`src/rtl/beeper_unit_if.sv`:
```
// ============================================================================
// Module      : beeper_unit_if
// Description : Peripheral write-strobe bus and status outputs of the beeper.
// Revision    : 1.0 - initial release
// ============================================================================
`default_nettype none

interface beeper_unit_if;
    logic       wrStrobe;
    logic [1:0] regSel;
    logic [7:0] dataIn;
    logic       beeper;
    logic       busy;
    logic [7:0] remaining;
    logic       pendingValid;

    modport master (
        output wrStrobe, regSel, dataIn,
        input  beeper, busy, remaining, pendingValid
    );

    modport slave (
        input  wrStrobe, regSel, dataIn,
        output beeper, busy, remaining, pendingValid
    );
endinterface

`default_nettype wire

```
`src/rtl/beeper_unit.sv`:
```
// ============================================================================
// Module      : beeper_unit
// Description : Memory-mapped sound timer and square-wave tone generator.
//               Define BEEPER_QUEUE_EN for a one-deep queued duration.
// Revision    : 1.0 - initial release
// ============================================================================
`default_nettype none

module beeper_unit #(
    parameter int TICK_DIV  = 166667,
    parameter int TONE_BASE = 64
) (
    input  wire logic     clk,
    input  wire logic     rst,
    beeper_unit_if.slave  bus
);

    localparam int c_TICK_W = (TICK_DIV > 2) ? $clog2(TICK_DIV) : 1;
    localparam int c_H_RAW  = $clog2(TONE_BASE + 1) + 9;
    localparam int c_H_W    = (c_H_RAW > 17) ? c_H_RAW : 17;

    localparam logic [0:0] c_IDLE = 1'b0;
    localparam logic [0:0] c_PLAY = 1'b1;

    localparam logic [1:0] c_REG_PITCH = 2'd0;
    localparam logic [1:0] c_REG_DUR   = 2'd1;
    localparam logic [1:0] c_REG_CTRL  = 2'd2;

    logic [0:0]          r_state;
    logic [7:0]          r_pitch;
    logic                r_mute;
    logic [7:0]          r_remaining;
    logic [c_TICK_W-1:0] r_tick;
    logic [c_H_W-1:0]    r_tone;
    logic [c_H_W-1:0]    r_half;
    logic                r_tone_bit;

    logic                w_play;
    logic                w_wr_pitch;
    logic                w_wr_dur;
    logic                w_wr_ctrl;
    logic                w_dur_nz;
    logic                w_stop;
    logic                w_tick_wrap;
    logic                w_tone_wrap;
    logic                w_expire;
    logic [c_H_W-1:0]    w_half;

    assign w_play      = (r_state == c_PLAY);
    assign w_wr_pitch  = bus.wrStrobe && (bus.regSel == c_REG_PITCH);
    assign w_wr_dur    = bus.wrStrobe && (bus.regSel == c_REG_DUR);
    assign w_wr_ctrl   = bus.wrStrobe && (bus.regSel == c_REG_CTRL);
    assign w_dur_nz    = (bus.dataIn != 8'd0);
    // A zero-duration write during a tone behaves exactly like the stop bit.
    assign w_stop      = w_play && ((w_wr_ctrl && bus.dataIn[1]) || (w_wr_dur && !w_dur_nz));
    assign w_tick_wrap = w_play && (r_tick == c_TICK_W'(TICK_DIV - 1));
    assign w_tone_wrap = (r_tone == (r_half - c_H_W'(1)));
    assign w_expire    = w_tick_wrap && (r_remaining == 8'd1);
    assign w_half      = (c_H_W'(r_pitch) + c_H_W'(1)) * c_H_W'(TONE_BASE);

    assign bus.busy      = w_play;
    assign bus.beeper    = r_tone_bit && !r_mute && w_play;
    assign bus.remaining = r_remaining;

`ifdef BEEPER_QUEUE_EN
    logic [7:0] r_pending;
    logic       r_pending_valid;
    assign bus.pendingValid = r_pending_valid;
`else
    assign bus.pendingValid = 1'b0;
`endif

    always_ff @(posedge clk) begin
        if (rst) begin
            r_state     <= c_IDLE;
            r_pitch     <= 8'd0;
            r_mute      <= 1'b0;
            r_remaining <= 8'd0;
            r_tick      <= '0;
            r_tone      <= '0;
            r_half      <= '0;
            r_tone_bit  <= 1'b0;
`ifdef BEEPER_QUEUE_EN
            r_pending       <= 8'd0;
            r_pending_valid <= 1'b0;
`endif
        end else begin
            if (w_wr_pitch) begin
                r_pitch <= bus.dataIn;
            end
            if (w_wr_ctrl) begin
                r_mute <= bus.dataIn[0];
            end

            case (r_state)
                c_IDLE: begin
                    if (w_wr_dur && w_dur_nz) begin
                        r_state     <= c_PLAY;
                        r_remaining <= bus.dataIn;
                        r_tick      <= '0;
                        r_tone      <= '0;
                        r_tone_bit  <= 1'b0;
                        r_half      <= w_half;
                    end
                end

                c_PLAY: begin
                    // Shadow half-period only reloads at a wrap so an edge is never cut short.
                    if (w_tone_wrap) begin
                        r_tone     <= '0;
                        r_tone_bit <= !r_tone_bit;
                        r_half     <= w_half;
                    end else begin
                        r_tone <= r_tone + c_H_W'(1);
                    end

                    if (w_tick_wrap) begin
                        r_tick      <= '0;
                        r_remaining <= r_remaining - 8'd1;
                    end else begin
                        r_tick <= r_tick + c_TICK_W'(1);
                    end

                    if (w_stop) begin
                        r_state     <= c_IDLE;
                        r_remaining <= 8'd0;
                        r_tick      <= '0;
                        r_tone      <= '0;
                        r_tone_bit  <= 1'b0;
`ifdef BEEPER_QUEUE_EN
                        r_pending_valid <= 1'b0;
`endif
                    end else if (w_wr_dur) begin
`ifdef BEEPER_QUEUE_EN
                        // Landing on expiry, the new duration is consumed at once instead of queued.
                        if (w_expire) begin
                            r_remaining     <= bus.dataIn;
                            r_pending_valid <= 1'b0;
                        end else begin
                            r_pending       <= bus.dataIn;
                            r_pending_valid <= 1'b1;
                        end
`else
                        r_remaining <= bus.dataIn;
                        r_tick      <= '0;
                        r_tone      <= '0;
                        r_tone_bit  <= 1'b0;
                        r_half      <= w_half;
`endif
                    end else if (w_expire) begin
`ifdef BEEPER_QUEUE_EN
                        if (r_pending_valid) begin
                            r_remaining     <= r_pending;
                            r_pending_valid <= 1'b0;
                        end else begin
                            r_state     <= c_IDLE;
                            r_remaining <= 8'd0;
                            r_tone      <= '0;
                            r_tone_bit  <= 1'b0;
                        end
`else
                        r_state     <= c_IDLE;
                        r_remaining <= 8'd0;
                        r_tone      <= '0;
                        r_tone_bit  <= 1'b0;
`endif
                    end
                end

                default: begin
                    r_state <= c_IDLE;
                end
            endcase
        end
    end

endmodule

`default_nettype wire

```
`src/flat_wrapper.sv`:
```
// flat-port wrapper written by rule: the top's interface ports become plain ports
module beeper_unit_flat 
#(
    parameter int TICK_DIV  = 166667,
    parameter int TONE_BASE = 64
)
  (clk, rst, bus_wrStrobe, bus_regSel, bus_dataIn, bus_beeper, bus_busy, bus_remaining, bus_pendingValid);
  beeper_unit_if bus_i ();
  input  wire logic clk;
  input  wire logic rst;
  input wire logic [$bits(bus_i.wrStrobe)-1:0] bus_wrStrobe;
  input wire logic [$bits(bus_i.regSel)-1:0] bus_regSel;
  input wire logic [$bits(bus_i.dataIn)-1:0] bus_dataIn;
  output wire logic [$bits(bus_i.beeper)-1:0] bus_beeper;
  output wire logic [$bits(bus_i.busy)-1:0] bus_busy;
  output wire logic [$bits(bus_i.remaining)-1:0] bus_remaining;
  output wire logic [$bits(bus_i.pendingValid)-1:0] bus_pendingValid;
  assign bus_i.wrStrobe = bus_wrStrobe;
  assign bus_i.regSel = bus_regSel;
  assign bus_i.dataIn = bus_dataIn;
  assign bus_beeper = bus_i.beeper;
  assign bus_busy = bus_i.busy;
  assign bus_remaining = bus_i.remaining;
  assign bus_pendingValid = bus_i.pendingValid;
  beeper_unit #(.TICK_DIV(TICK_DIV), .TONE_BASE(TONE_BASE)) u_core (.clk(clk), .rst(rst), .bus(bus_i));
endmodule
```
`config.mk`:
```
export PLATFORM = sky130hd
export DESIGN_NAME = beeper_unit_flat
export DESIGN_NICKNAME = d
export VERILOG_FILES = /design/src/rtl/beeper_unit_if.sv /design/src/rtl/beeper_unit.sv /design/src/flat_wrapper.sv
export SDC_FILE = /design/constraint.sdc
export NUM_CORES = 1
export LEC_CHECK = 0
export ABC_AREA = 1
export CAP_MARGIN = 40
export CORE_MARGIN = 2
export CORE_UTILIZATION = 45
export DETAILED_ROUTE_END_ITERATION = 12
export DONT_BUFFER_PORTS = 1
export PLACE_DENSITY = 0.58
export SKIP_CTS_REPAIR_TIMING = 1
export SYNTH_ARGS = -nofsm -noshare
export SYNTH_HDL_FRONTEND = slang
export SYNTH_SLANG_ARGS = --single-unit
```
`constraint.sdc`:
```
create_clock -name clk -period 2.45 [get_ports clk]
set_input_delay 0.49 -clock clk [delete_from_list [all_inputs] [get_ports clk]]
set_output_delay 0.49 -clock clk [all_outputs]
set_load 0.02 [all_outputs]
```
Word-level counts from Yosys, hierarchy flattened
Index checks and enable logic that the tools add are counted.
{"block": "op_classes", "addsub": 5, "multipliers": 0, "n_div": 0, "magnitude_cmp": 0, "n_eq_ne": 8, "shifts": 0, "n_mux": 33, "bitwise_logic": 1, "reduce_logical": 19}
{"cell": "2-to-1 mux 17 bit", "count": 9}
{"cell": "2-to-1 mux 18 bit", "count": 4}
{"cell": "one-hot mux 17 bit (2 select lines)", "count": 2}
{"cell": "2-to-1 mux 8 bit", "count": 5}
{"cell": "one-hot mux 18 bit (2 select lines)", "count": 1}
{"cell": "adder 18 x 1 -> 18 bit (second input constant)", "count": 1}
{"cell": "== test 18 bit (second input constant)", "count": 1}
{"cell": "adder 17 x 1 -> 17 bit (second input constant)", "count": 1}
{"cell": "== test 17 bit", "count": 1}
{"cell": "subtractor 17 x 1 -> 17 bit (second input constant)", "count": 1}
{"cell": "one-hot mux 8 bit (2 select lines)", "count": 1}
{"cell": "logical AND 1 bit", "count": 11}
{"cell": "!= test 5 bit (second input constant)", "count": 2}
{"cell": "adder 8 x 1 -> 9 bit (second input constant)", "count": 1}
{"cell": "2-to-1 mux 1 bit", "count": 9}
{"cell": "== test 8 x 1 -> 1 bit (second input constant)", "count": 1}
{"cell": "nonzero test 8 bit", "count": 1}
{"cell": "subtractor 8 x 1 -> 8 bit (second input constant)", "count": 1}
{"cell": "one-hot mux 1 bit (2 select lines)", "count": 2}
{"cell": "AND reduction 2 bit", "count": 2}
{"cell": "zero test 1 bit", "count": 3}
{"cell": "== test 2 x 1 -> 1 bit (second input constant)", "count": 1}
{"cell": "== test 2 bit (second input constant)", "count": 1}
{"cell": "zero test 2 bit", "count": 1}
{"cell": "other kinds (3)", "count": 3}
{"block": "totals", "reg_bits": 71, "latch_bits": 0, "mem_bits_rw": 0, "mem_bits_ro": 0, "input_bits": 13, "output_inout_bits": 11, "word_cells": 74, "memories": 0}

Logic depth before layout (Yosys ltp)
{"block": "logic_depth", "word_depth": 7, "depth_mapped": 18, "mapped_depth_nobuf": 17}

Worst setup path before layout
Ideal clock, no wire load.
{"block": "synth_timing", "path_kind": "reg-to-reg", "start": "register u_core.r_half[0]", "end": "register u_core.r_tone[12]", "t_arrival_ns": 1.843, "t_required_ns": 2.335, "setup_slack_ns": 0.493, "path_stages_with_launch": 16, "path_buffers": 1, "period_less_slack_ns": 1.957, "cell_sequence": "dfxtp_1 > inv_2 > ha_1 > nand2_1 > nor2_1 > nand2_1 > o21bai_1 > nand2_1 > nor2_1 > nand2_1 > nor2_1 > nand2_2 > buf_4 > nand3_2 > nor2_1 > o21a_1"}
{"block": "synth_between", "elab_chain_len": 7}
{"item": "start: declaration", "line": "beeper_unit.sv:35", "text": "logic [c_H_W-1:0] r_half;"}
{"item": "start signal: assignment", "line": "beeper_unit.sv:103", "text": "r_half <= w_half;"}
{"item": "start signal: assignment", "line": "beeper_unit.sv:112", "text": "r_half <= w_half;"}
{"item": "start signal: assignment", "line": "beeper_unit.sv:148", "text": "r_half <= w_half;"}
{"item": "subtractor 17 x 1 -> 17 bit", "line": "beeper_unit.sv:57", "text": "assign w_tone_wrap = (r_tone == (r_half - c_H_W'(1)));"}
{"item": "== test 17 bit", "line": "beeper_unit.sv:57"}
{"item": "2-to-1 mux 17 bit", "line": "beeper_unit.sv:109", "text": "if (w_tone_wrap) begin"}
{"item": "2-to-1 mux 17 bit", "line": "beeper_unit.sv:150", "text": "end else if (w_expire) begin"}
{"item": "2-to-1 mux 17 bit", "line": "beeper_unit.sv:133", "text": "end else if (w_wr_dur) begin"}
{"item": "2-to-1 mux 17 bit", "line": "beeper_unit.sv:124", "text": "if (w_stop) begin"}
{"item": "one-hot mux 17 bit (2 select lines)", "line": "beeper_unit.sv:95", "text": "case (r_state)"}
{"item": "end signal: assignment", "line": "beeper_unit.sv:114", "text": "r_tone <= r_tone + c_H_W'(1);"}
{"item": "end: declaration", "line": "beeper_unit.sv:34", "text": "logic [c_H_W-1:0] r_tone;"}
No other way between the ends.
A chain may end at the register's enable or synchronous reset.

Worst setup path after layout
{"block": "layout_timing", "start": "register u_core.r_half[1]", "end": "register u_core.r_tone_bit"}
{"block": "layout_between", "elab_chain_len": 4}
{"item": "subtractor 17 x 1 -> 17 bit", "line": "beeper_unit.sv:57"}
{"item": "== test 17 bit", "line": "beeper_unit.sv:57"}
{"item": "!= test 5 bit (no line)"}
{"item": "AND reduction 2 bit (no line)"}
{"item": "end signal: assignment", "line": "beeper_unit.sv:111", "text": "r_tone_bit <= !r_tone_bit;"}
{"item": "end: declaration", "line": "beeper_unit.sv:36", "text": "logic r_tone_bit;"}
No other way between the ends.

==> results.yml <==
run_status:
  status: "complete, no violations"
worst_setup_path:
  crit_path_max_incr_delay_ps: 320
  crit_chain: "inv_1, ha_2, nand2_1, nor2_1, nand2_1, o21bai_1, nand2_1, nor2_1, nand2_1, nor2_2, nand2_4, nand2_1, nand2_1, nand3_1, a21oi_1"
  cp_slowest_cell: "dfxtp_1"
  reg2regPathDepth: 15
  r2r-start: "u_core.r_half[1]"
  crit_buf_inv: 1
  critPathRequiredTime_ps: 2690
  reg2reg_slack_ps: 220
  worstSetupEndpointType: "flop"
  arrival_ps: 2470
  cp-start-kind: "flop"
  crit_top_cell: "nand2_1"
  critPathMaxFanout: 12
  timing.rr.end: "u_core.r_tone_bit"
  crit_type: "reg -> reg"
  critPathTopFamily: "simple AND/OR/NAND/NOR gates"
die:
  rows: 36
  core_mm2: 0.00982
  start_util: 0.467
  die_h_um: 105
  die_w_um: 105
  dieArea_mm2: 0.0110
  boundaryPins: 24
global_routing:
  grt_pass1_wl_um: 19700
  grt_pass1_vias: 4031
  track_usage: 0.216
  antenna_found_initial: 0
  grt_max_degree: 37
  grt_overflow: 0
min_path:
  hp-start: "rst"
  hold_class: "in -> reg"
  hold_end: "u_core.r_tone[1]"
  holdPathStages: 1
synth:
  synth_cells: 713
  ys_warn_count: 0
  synth.top_cell.area_share: 0.310
  ys_seq_elements: 71
  syn_nets: 733
  syn-cell-area_mm2: 0.00459
  synth_area_leaders: "dfxtp_1, nand2_1, nor2_1"
  synth_ff_type: "dfxtp_1"
  avgSynthCellArea_um2: 6.43
  synth-async-reset-ratio: 0
  synth_edf_count: 0
  ys_types: 47
  yosysTopAreaCell: "dfxtp_1"
  synth-seq-area-share: 0.310
clock_tree:
  path_clk_slew_ps: 80
  cts_buffer_depth: 2
  htree_levels: 3
  cts_root_buf: "clkbuf_8"
  cts_tree: "built"
  clk_latency_ps: 350
  cts_buffers: 9
  clock_sinks: 71
route:
  drc: 0
  ant_nets: 0
  drt_wl_total_um: 11500
  vias: 4399
  wl_per_cell_um: 13.5
  drtIter0Drc: 236
  routed_via_density: 5.18
  drtPass1Iterations: 4
layout:
  syn2layout_area_growth_pct: 7.47
  drive_gt1_frac: 0.101
  fill_cells: 1044
  fin_area_mm2: 0.00493
  fin_nets: 733
  diodes: 0
placed_design:
  place.gp.congestion: 0.839
  post_dp_cell_area_mm2: 0.00473
  hpwl_um: 8600
  place.port_buffers: 0
  dp_slack_ps: 132
timing:
  whs_ps: 197
  setup_viol_count_final: 0
  final_max_slew_viol_count: 0
  max_freq_mhz: 449
  layout_min_cycle_time_ps: 2230
  setup_slack_ps: 222
  finalCritPeriodShare: 0.909
  hold_viol_final: 0
  clock_skew_ps: 14.1
pwr:
  switching_power_mw: 0.766
  intPower_mw: 1.82
  swShare: 0.296
  p_leak_nw: 2.06
  cellPowerDensity_mw_per_mm2: 524
  clkPwrFrac: 0.361
  p_seq_frac: 0.483
  peakVddDrop_uv: 276
  comb_power_share: 0.156
flow_run:
  maxCapViolCount: 0
logic make-up after synthesis:
family / after synthesis / synth area share
AO/OA/AOI/OAI: 110 / 0.128
XOR/XNOR: 34 / 0.0649
adder cells (fa/ha/maj): 7 / 0.0191
buffers and inverters: 89 / 0.0791
flip-flops: 71 / 0.310
other: 1 / 0.000818
AND/OR/NAND/NOR: 401 / 0.398
cells in the final DEF, fill, tap and decap left out, drive strengths merged:
cell type	n
o31ai	1
nor3	14
and3	2
o21a	4
conb	1
dfxtp	71
clkinv	3
nor2	131
a2bb2oi	2
clkinvlp	1
bufinv	1
a31oi	1
o21ai	45
nand4	16
buf	11
a21oi	50
nor4	3
a221oi	1
a211oi	1
nand3b	4
clkbuf	10
or3	1
nand3	53
inv	66
a22oi	1
a21o	1
xnor2	9
nor3b	2
o21bai	1
o22ai	2
nand2	171
xor2	25
or2	4
ha	7
flip-flops by register name, summed over array words and instances, names as in the netlist:
signal,flops
u_core.r_tick,18
u_core.r_half,17
u_core.r_tone,17
u_core.bus.remaining,8
u_core.r_pitch,8
u_core.bus.busy,1
u_core.r_mute,1
u_core.r_tone_bit,1
synthesized netlist by cell type (4+ instances only):
cell type and number:
a21oi_1 50, buf_2 6, clkbuf_1 11, dfxtp_1 71, ha_1 7, inv_1 58
inv_2 7, nand2_1 167, nand3_1 49, nand3b_1 4, nand4_1 16, nor2_1 115
nor2_2 13, nor3_1 5, nor3_2 8, o21a_1 4, o21ai_0 43, xnor2_1 9
xor2_1 25
area by class of cell:
cell class | count | area (um^2) | area share
Multi-Input combinational cell | 553 | 2820 | 0.571
Clock buffer | 10 | 138 | 0.0279
Clock inverter | 4 | 47.5 | 0.00964
Inverter | 67 | 259 | 0.0525
Tap cell | 133 | 166 | 0.0338
Timing Repair Buffer | 11 | 82.6 | 0.0168
Sequential cell | 71 | 1420 | 0.288
stage by stage:
stage	total power, mW	util	TNS, ps	std cells
after floorplan	1.59	-	0	713
after global placement	1.68	0.481	0	835
after detailed placement	1.68	0.481	0	835
after CTS	2.62	0.500	0	849
after global routing	2.73	0.502	-15.3	849
final	2.58	0.502	0	849
layer usage:
| metal | up-vias | track usage | routed length [um] |
|---|---|---|---|
| met4 | 0 | 0.0686 | 220 |
| met5 | - | 0 | 0 |
| met3 | 16 | 0.0405 | 419 |
| met2 | 58 | 0.341 | 5220 |
| li1 | 2314 | - | - |
| met1 | 2011 | 0.298 | 5640 |
worst max path at each step:
stage / startpoint / endpoint / cells after the start
2_1_floorplan: u_core.r_half[0] / u_core.r_tone[12] / 15
3_3_place_gp: u_core.r_half[1] / u_core.r_half[7] / 16
3_5_place_dp: u_core.r_half[1] / u_core.r_half[7] / 16
4_1_cts: u_core.r_half[1] / u_core.r_half[7] / 16
5_1_grt: u_core.r_half[0] / u_core.r_tone[5] / 15
6_report: u_core.r_half[1] / u_core.r_tone_bit / 15
power groups by stage:
stage / Combinational, mW / Clock (mW) / Sequential (mW)
detailed placement: 0.402 / 0 / 1.27
CTS: 0.404 / 0.964 / 1.25
finish: 0.404 / 0.933 / 1.25
global route: 0.469 / 1.01 / 1.25
floorplan: 0.330 / 0 / 1.26
global placement: 0.403 / 0 / 1.27
Note: power is estimated with default switching activity, not from simulation.
